--- config.mk ---
export PLATFORM = sky130hd
export DESIGN_NAME = hazard_stall_ctrl_flat
export DESIGN_NICKNAME = d
export VERILOG_FILES = /design/src/rtl/hazard_stall_ctrl_if.sv /design/src/rtl/hazard_stall_ctrl.sv /design/src/flat_wrapper.sv
export SDC_FILE = /design/constraint.sdc
export NUM_CORES = 1
export LEC_CHECK = 0
export CAP_MARGIN = 20
export CORE_ASPECT_RATIO = 1.1
export CORE_MARGIN = 4
export CORE_UTILIZATION = 49
export CTS_CLUSTER_DIAMETER = 30
export DETAILED_ROUTE_END_ITERATION = 16
export PLACE_DENSITY = 0.82
export SLEW_MARGIN = 5
export SYNTH_ARGS = -nofsm -noshare
export SYNTH_HDL_FRONTEND = slang
export SYNTH_SLANG_ARGS = --single-unit
--- constraint.sdc ---
create_clock -name clk -period 6.58 [get_ports clk]
set_input_delay 1.974 -clock clk [delete_from_list [all_inputs] [get_ports clk]]
set_output_delay 1.974 -clock clk [all_outputs]
set_load 0.02 [all_outputs]
--- src/rtl/hazard_stall_ctrl_if.sv ---
// Handshake bundle between the pipeline datapath and the hazard/stall controller.
// Master is the datapath (drives hazard inputs); slave is the controller (drives enables).
// Counter width follows CNT_W so it must match the controller instance it connects to.
interface hazard_stall_ctrl_if #(
  parameter int CNT_W = 32
);
  logic [31:0]      id_instr;
  logic             ex_memread;
  logic [4:0]       ex_rd;
  logic             ex_redirect;
  logic             imem_ready;
  logic             dmem_busy;
  logic             perf_clr;

  logic             pc_write;
  logic             ifid_write;
  logic             ifid_flush;
  logic             idex_flush;
  logic             pipe_hold;
  logic [CNT_W-1:0] stall_cycles;
  logic [CNT_W-1:0] flush_count;

  modport master (
    output id_instr, ex_memread, ex_rd, ex_redirect, imem_ready, dmem_busy, perf_clr,
    input  pc_write, ifid_write, ifid_flush, idex_flush, pipe_hold, stall_cycles, flush_count
  );

  modport slave (
    input  id_instr, ex_memread, ex_rd, ex_redirect, imem_ready, dmem_busy, perf_clr,
    output pc_write, ifid_write, ifid_flush, idex_flush, pipe_hold, stall_cycles, flush_count
  );
endinterface

--- src/rtl/hazard_stall_ctrl.sv ---
// Sequencing controller for PC / IF-ID: load-use bubbles, redirect flush, dmem hold, fetch wait.
// Latency: control outputs are combinational from state + inputs; counters update next edge.
// Backpressure: dmem_busy freezes the back end and the stall counter down-count; no flushes while held.
module hazard_stall_ctrl #(
  parameter int LOAD_STALL_CYCLES = 1,
  parameter int CNT_W             = 32
) (
  input logic               clk,
  input logic               reset,
  hazard_stall_ctrl_if.slave ctrl
);

  localparam logic [6:0] OP_LUI   = 7'b0110111;
  localparam logic [6:0] OP_AUIPC = 7'b0010111;
  localparam logic [6:0] OP_JAL   = 7'b1101111;
  localparam logic [6:0] OP_R     = 7'b0110011;
  localparam logic [6:0] OP_RW    = 7'b0111011;
  localparam logic [6:0] OP_S     = 7'b0100011;
  localparam logic [6:0] OP_B     = 7'b1100011;

  // Bubbles still owed after the first one, which is issued from RUN.
  localparam logic [2:0] CNT_INIT = 3'(LOAD_STALL_CYCLES - 1);

  typedef enum logic {RUN, LU_STALL} state_t;

  state_t           state_q, state_d;
  logic [2:0]       cnt_q, cnt_d;
  logic [CNT_W-1:0] stall_q, stall_d;
  logic [CNT_W-1:0] flush_q, flush_d;

  logic [6:0] opcode;
  logic [4:0] rs1;
  logic [4:0] rs2;
  logic       uses_rs1;
  logic       uses_rs2;
  logic       hazard;

  logic pc_write;
  logic ifid_write;
  logic ifid_flush;
  logic idex_flush;
  logic pipe_hold;
  logic flush_evt;

  // rd, funct3 and funct7/immediate-high fields play no part in hazard detection.
  logic unused_instr_bits;
  assign unused_instr_bits = ^{ctrl.id_instr[31:25], ctrl.id_instr[14:7]};

  assign opcode = ctrl.id_instr[6:0];
  assign rs1    = ctrl.id_instr[19:15];
  assign rs2    = ctrl.id_instr[24:20];

  // Source-register usage by opcode: U-type and JAL read no rs1; only R/R-W/S/B read rs2.
  always_comb begin
    uses_rs1 = 1'b1;
    uses_rs2 = 1'b0;
    case (opcode)
      OP_LUI, OP_AUIPC, OP_JAL: uses_rs1 = 1'b0;
      OP_R, OP_RW, OP_S, OP_B:  uses_rs2 = 1'b1;
      default: ;
    endcase
  end

  // x0 is never a real dependency, so a load targeting x0 cannot cause a stall.
  assign hazard = ctrl.ex_memread && (ctrl.ex_rd != 5'd0) &&
                  ((uses_rs1 && (ctrl.ex_rd == rs1)) || (uses_rs2 && (ctrl.ex_rd == rs2)));

  // Priority decode of pipeline controls and next FSM state; reset forces the safe flush pattern.
  always_comb begin
    pc_write   = 1'b0;
    ifid_write = 1'b0;
    ifid_flush = 1'b0;
    idex_flush = 1'b0;
    pipe_hold  = 1'b0;
    flush_evt  = 1'b0;
    state_d    = state_q;
    cnt_d      = cnt_q;

    if (ctrl.ex_redirect) begin
      // The ID instruction is killed, so any pending or new load-use stall is moot.
      pc_write   = 1'b1;
      ifid_write = 1'b1;
      ifid_flush = 1'b1;
      idex_flush = 1'b1;
      flush_evt  = 1'b1;
      state_d    = RUN;
      cnt_d      = 3'd0;
    end else if (ctrl.dmem_busy) begin
      // Back end frozen: no bubble inserted, stall countdown paused.
      pipe_hold = 1'b1;
    end else if (state_q == LU_STALL) begin
      // Hazard is not re-evaluated here; the same ID instruction is already waiting.
      idex_flush = 1'b1;
      cnt_d      = cnt_q - 3'd1;
      if (cnt_q == 3'd1) begin
        state_d = RUN;
      end
    end else if (hazard) begin
      idex_flush = 1'b1;
      if (LOAD_STALL_CYCLES > 1) begin
        state_d = LU_STALL;
        cnt_d   = CNT_INIT;
      end
    end else if (!ctrl.imem_ready) begin
      // Fetch not back yet: hold PC, let a NOP into IF/ID so ID does not re-issue.
      ifid_write = 1'b1;
      ifid_flush = 1'b1;
    end else begin
      pc_write   = 1'b1;
      ifid_write = 1'b1;
    end

    if (reset) begin
      pc_write   = 1'b0;
      ifid_write = 1'b0;
      ifid_flush = 1'b1;
      idex_flush = 1'b1;
      pipe_hold  = 1'b0;
    end
  end

  // Saturating performance counters; clear wins over a same-cycle increment.
  always_comb begin
    stall_d = stall_q;
    flush_d = flush_q;
    if (ctrl.perf_clr) begin
      stall_d = '0;
      flush_d = '0;
    end else begin
      if (!pc_write && (stall_q != '1)) begin
        stall_d = stall_q + CNT_W'(1);
      end
      if (flush_evt && (flush_q != '1)) begin
        flush_d = flush_q + CNT_W'(1);
      end
    end
  end

  // State, stall countdown and counters; asynchronous reset returns to RUN with everything cleared.
  always_ff @(posedge clk or posedge reset) begin
    if (reset) begin
      state_q <= RUN;
      cnt_q   <= 3'd0;
      stall_q <= '0;
      flush_q <= '0;
    end else begin
      state_q <= state_d;
      cnt_q   <= cnt_d;
      stall_q <= stall_d;
      flush_q <= flush_d;
    end
  end

  assign ctrl.pc_write     = pc_write;
  assign ctrl.ifid_write   = ifid_write;
  assign ctrl.ifid_flush   = ifid_flush;
  assign ctrl.idex_flush   = idex_flush;
  assign ctrl.pipe_hold    = pipe_hold;
  assign ctrl.stall_cycles = stall_q;
  assign ctrl.flush_count  = flush_q;

endmodule

--- src/flat_wrapper.sv ---
// flat-port wrapper written by rule: the top's interface ports become plain ports
module hazard_stall_ctrl_flat 
#(
  parameter int LOAD_STALL_CYCLES = 1,
  parameter int CNT_W             = 32
)
  (clk, reset, ctrl_id_instr, ctrl_ex_memread, ctrl_ex_rd, ctrl_ex_redirect, ctrl_imem_ready, ctrl_dmem_busy, ctrl_perf_clr, ctrl_pc_write, ctrl_ifid_write, ctrl_ifid_flush, ctrl_idex_flush, ctrl_pipe_hold, ctrl_stall_cycles, ctrl_flush_count);
  hazard_stall_ctrl_if #(.CNT_W(CNT_W)) ctrl_i ();
  input logic clk;
  input logic reset;
  input wire logic [$bits(ctrl_i.id_instr)-1:0] ctrl_id_instr;
  input wire logic [$bits(ctrl_i.ex_memread)-1:0] ctrl_ex_memread;
  input wire logic [$bits(ctrl_i.ex_rd)-1:0] ctrl_ex_rd;
  input wire logic [$bits(ctrl_i.ex_redirect)-1:0] ctrl_ex_redirect;
  input wire logic [$bits(ctrl_i.imem_ready)-1:0] ctrl_imem_ready;
  input wire logic [$bits(ctrl_i.dmem_busy)-1:0] ctrl_dmem_busy;
  input wire logic [$bits(ctrl_i.perf_clr)-1:0] ctrl_perf_clr;
  output wire logic [$bits(ctrl_i.pc_write)-1:0] ctrl_pc_write;
  output wire logic [$bits(ctrl_i.ifid_write)-1:0] ctrl_ifid_write;
  output wire logic [$bits(ctrl_i.ifid_flush)-1:0] ctrl_ifid_flush;
  output wire logic [$bits(ctrl_i.idex_flush)-1:0] ctrl_idex_flush;
  output wire logic [$bits(ctrl_i.pipe_hold)-1:0] ctrl_pipe_hold;
  output wire logic [$bits(ctrl_i.stall_cycles)-1:0] ctrl_stall_cycles;
  output wire logic [$bits(ctrl_i.flush_count)-1:0] ctrl_flush_count;
  assign ctrl_i.id_instr = ctrl_id_instr;
  assign ctrl_i.ex_memread = ctrl_ex_memread;
  assign ctrl_i.ex_rd = ctrl_ex_rd;
  assign ctrl_i.ex_redirect = ctrl_ex_redirect;
  assign ctrl_i.imem_ready = ctrl_imem_ready;
  assign ctrl_i.dmem_busy = ctrl_dmem_busy;
  assign ctrl_i.perf_clr = ctrl_perf_clr;
  assign ctrl_pc_write = ctrl_i.pc_write;
  assign ctrl_ifid_write = ctrl_i.ifid_write;
  assign ctrl_ifid_flush = ctrl_i.ifid_flush;
  assign ctrl_idex_flush = ctrl_i.idex_flush;
  assign ctrl_pipe_hold = ctrl_i.pipe_hold;
  assign ctrl_stall_cycles = ctrl_i.stall_cycles;
  assign ctrl_flush_count = ctrl_i.flush_count;
  hazard_stall_ctrl #(.LOAD_STALL_CYCLES(LOAD_STALL_CYCLES), .CNT_W(CNT_W)) u_core (.clk(clk), .reset(reset), .ctrl(ctrl_i));
endmodule
==> results.cfg <==
[clock_tree]
cts.clk_slew.worst_paths_ns = 0.07
root_buffer = clkbuf_8
clockBufferDepth = 2
holdBufCountCts = 0
cts_sinks = 68
cts_tree = done
cts_buffers = 9
htreeDepth = 3
insertion_delay_ns = 0.34

[pwr]
power_switching_uw = 211.6
vdd_drop_max_uv = 115.2
p_comb_frac = 0.101
p_int_uw = 643.0
p_leak_nw = 2.070
powerDensity_nw_per_um2 = 159.6
power.share.clock = 0.402
p_seq_frac = 0.497
power.total_uw = 854.6
switching_share = 0.2476

[placement]
dpl.hpwl_um = 7520
io_buffers = 97
gp_congestion = 0.8175
dpl_cell_area_um2 = 5159

[route]
vias = 3883
drt_iter0_markers = 167
antenna_left = 0
wl_per_cell_um = 16.18
drc_errors = 0
via_per_inst = 5.910
drt_wl_total_um = 10630
dr.pass1.iters = 4

[logic_synthesis]
netlist_instances = 449
syn-cell-area_um2 = 4091
ys_warn_count = 0
ys_seq_area_frac = 0.4159
avgSynthCellArea_um2 = 9.112
synth_top_area_share = 0.4159
ys_top_cells_by_area = dfrtp_1 (42%), nand3_1 (5.0%), xnor2_1 (4.5%), or4_1 (4.4%), nor2_1 (4.2%)
synth_fp_nets = 497
yosys.area.top_type = dfrtp_1
ys_types = 44
synth-seq-cells = 68

[critical_path]
cp-end-kind = primary output
rr_endpoint = u_core.ctrl.stall_cycles[22]
r2r_slack_ns = 3.84
cp.arrival_ns = 4.46
critical_path_class = in2out
r2r-start = u_core.ctrl.stall_cycles[0]
crit_required_ns = 4.61
r2r_cells = 8
worst-path-max-fanout = 3
cp-start-kind = input port

[timing]
slew_violations = 0
fin_crit_sh = 0.9783
fin_setup_tns_ns = 0
setup_viol = 0
finalCriticalPeriod_ns = 6.438
maxSlewHeadroom = 0.4193
max_clock_freq_mhz = 155.3
final_hold_viol_count = 0
skew_ns = 0.007961
rsz0062_at_grt = no
tightest_slew_ns = 0.8710

[finish]
area_growth_pct = 30.89
final_cell_mix = clkdlybuf4s50_1 (95), dfrtp_1 (68), nor2_1 (45)
multiInputGateArea_um2 = 2255
final_cell_area_um2 = 5355
drive_above_1_share = 0.06740
fillers = 616
diodes = 0
layout_commonest_cell = clkdlybuf4s50_1
nets = 592
regArea_um2 = 1702

[run]
cap_violations = 0

[global_route]
grt_max_degree = 69
gr-total-overflow = 0
grt_pass1_vias = 3820
grt_antenna_before_repair = 0
grt_first_pass_wirelength_um = 17730
grt_usage = 0.2200

[floorplanning]
io_pins = 113
die_w_um = 95.13
die_h_um = 103.8
num_rows = 34
die_area_um2 = 9878
core-area_um2 = 8040
start_util = 0.5089

[min_path]
whs_path_depth = 1
hp-class = reg2reg
worstHoldStart = u_core.ctrl.stall_cycles[30]
min_to = u_core.ctrl.stall_cycles[30]

[status]
status = finished clean
-- per-layer routing --
| layer | track usage | up-vias | share of wire |
|---|---|---|---|
| li1 | - | 1869 | - |
| met1 | 0.2667 | 1891 | 0.41 |
| met2 | 0.3732 | 111 | 0.50 |
| met3 | 0.06309 | 12 | 0.078 |
| met4 | 0.06495 | 0 | 0.014 |
| met5 | 0 | - | 0 |
-- cell families (layout without fill, tap and decap cells) --
family / Yosys count / after routing / synth area share
simple gates: 230 / 230 / 0.3190
buf+inv: 30 / 130 / 0.03364
xor+xnor: 35 / 35 / 0.07493
compound gates: 73 / 73 / 0.1199
mux: 9 / 9 / 0.02447
fa+ha+maj: 4 / 4 / 0.01223
flops: 68 / 68 / 0.4159
-- power by group through the flow --
stage	sequential (mW)	combinational, mW	clock (mW)
2_1_floorplan	0.435	0.0430	0
3_3_place_gp	0.433	0.0853	0
3_5_place_dp	0.433	0.0870	0
4_1_cts	0.425	0.0874	0.352
5_1_grt	0.425	0.0950	0.366
6_report	0.425	0.0864	0.343
-- worst max path at each step --
stage | start | to | slack (ns) | cells past startpoint
2_1_floorplan | reset | ctrl_pc_write | 0.46 | 5
6_report | ctrl_ex_rd[0] | ctrl_ifid_write | 0.14 | 7
3_3_place_gp | ctrl_id_instr[4] | ctrl_ifid_flush | 0.15 | 7
5_1_grt | ctrl_ex_rd[0] | ctrl_ifid_write | 0.06 | 7
3_5_place_dp | ctrl_ex_rd[0] | ctrl_ifid_write | 0.13 | 7
4_1_cts | ctrl_ex_rd[0] | ctrl_ifid_write | 0.12 | 7
-- cells in the mapped netlist --
library cell  instances
nand4b_1              3
o21ai_2               1
nor2_1               46
mux2_2                1
xor2_1               14
or4_1                24
and3_1               20
o31ai_1              22
nand3_1              41
nand2_1              21
mux2_1                7
buf_1                 1
nor4b_1               1
nor4_4                1
o21ai_1               2
nor4_1                8
nor2b_1               9
or2_0                 1
or2_2                 1
buf_2                 8
or3_1                 8
inv_2                 1
ha_1                  4
buf_6                 2
nor4bb_1              2
a21oi_1              34
or3b_2                1
nand4_1              17
and4_1                8
mux2i_1               1
clkbuf_1             12
nor3_1                9
a2bb2oi_4             1
o41ai_2               1
nor3b_1               2
inv_1                 6
and2_1                6
o41ai_1               1
nor4b_2               1
a211oi_1              3
o21ai_0               7
o41ai_4               1
xnor2_1              21
dfrtp_1              68
-- area by class of cell --
class | instances | share of cell area
clock inverters | 4 | 0.009112
repair buffers | 107 | 0.1949
flip-flops and latches | 68 | 0.3178
inverters | 7 | 0.004907
multi-input cells | 351 | 0.4210
well taps | 108 | 0.02523
clock buffers | 12 | 0.02710
-- per-stage QoR --
step | util | hold slack (ns) | std cells | worst slack, ns
2_1_floorplan | - | 0.5056 | 449 | 0.4583
3_3_place_gp | 0.6416 | 0.5139 | 641 | 0.1482
3_5_place_dp | 0.6416 | 0.5353 | 641 | 0.1257
4_1_cts | 0.6657 | 0.5531 | 657 | 0.1213
5_1_grt | 0.6660 | 0.5847 | 657 | 0.05813
6_report | 0.6660 | 0.5494 | 657 | 0.1425
-- worst max-delay path, stage by stage --
cell and delay, ns:
clkdlybuf4s50_1 0.42, or4_1 0.54, o21ai_2 0.25, o41ai_4 0.12, or3_1 0.38, a21oi_1 0.15
clkdlybuf4s50_1 0.63
-- sequential cells by signal (all words and copies together) (netlist names) --
signal	flops
u_core.state_q	1
u_core.ctrl.flush_count	32
u_core.cnt_q	3
u_core.ctrl.stall_cycles	32
-- what timing repair did --
item,CTS,global route
buffers inserted,0,0
resized for setup,0,1
setup endpoints to repair,0,1
Power figures use the tool's default switching activity.
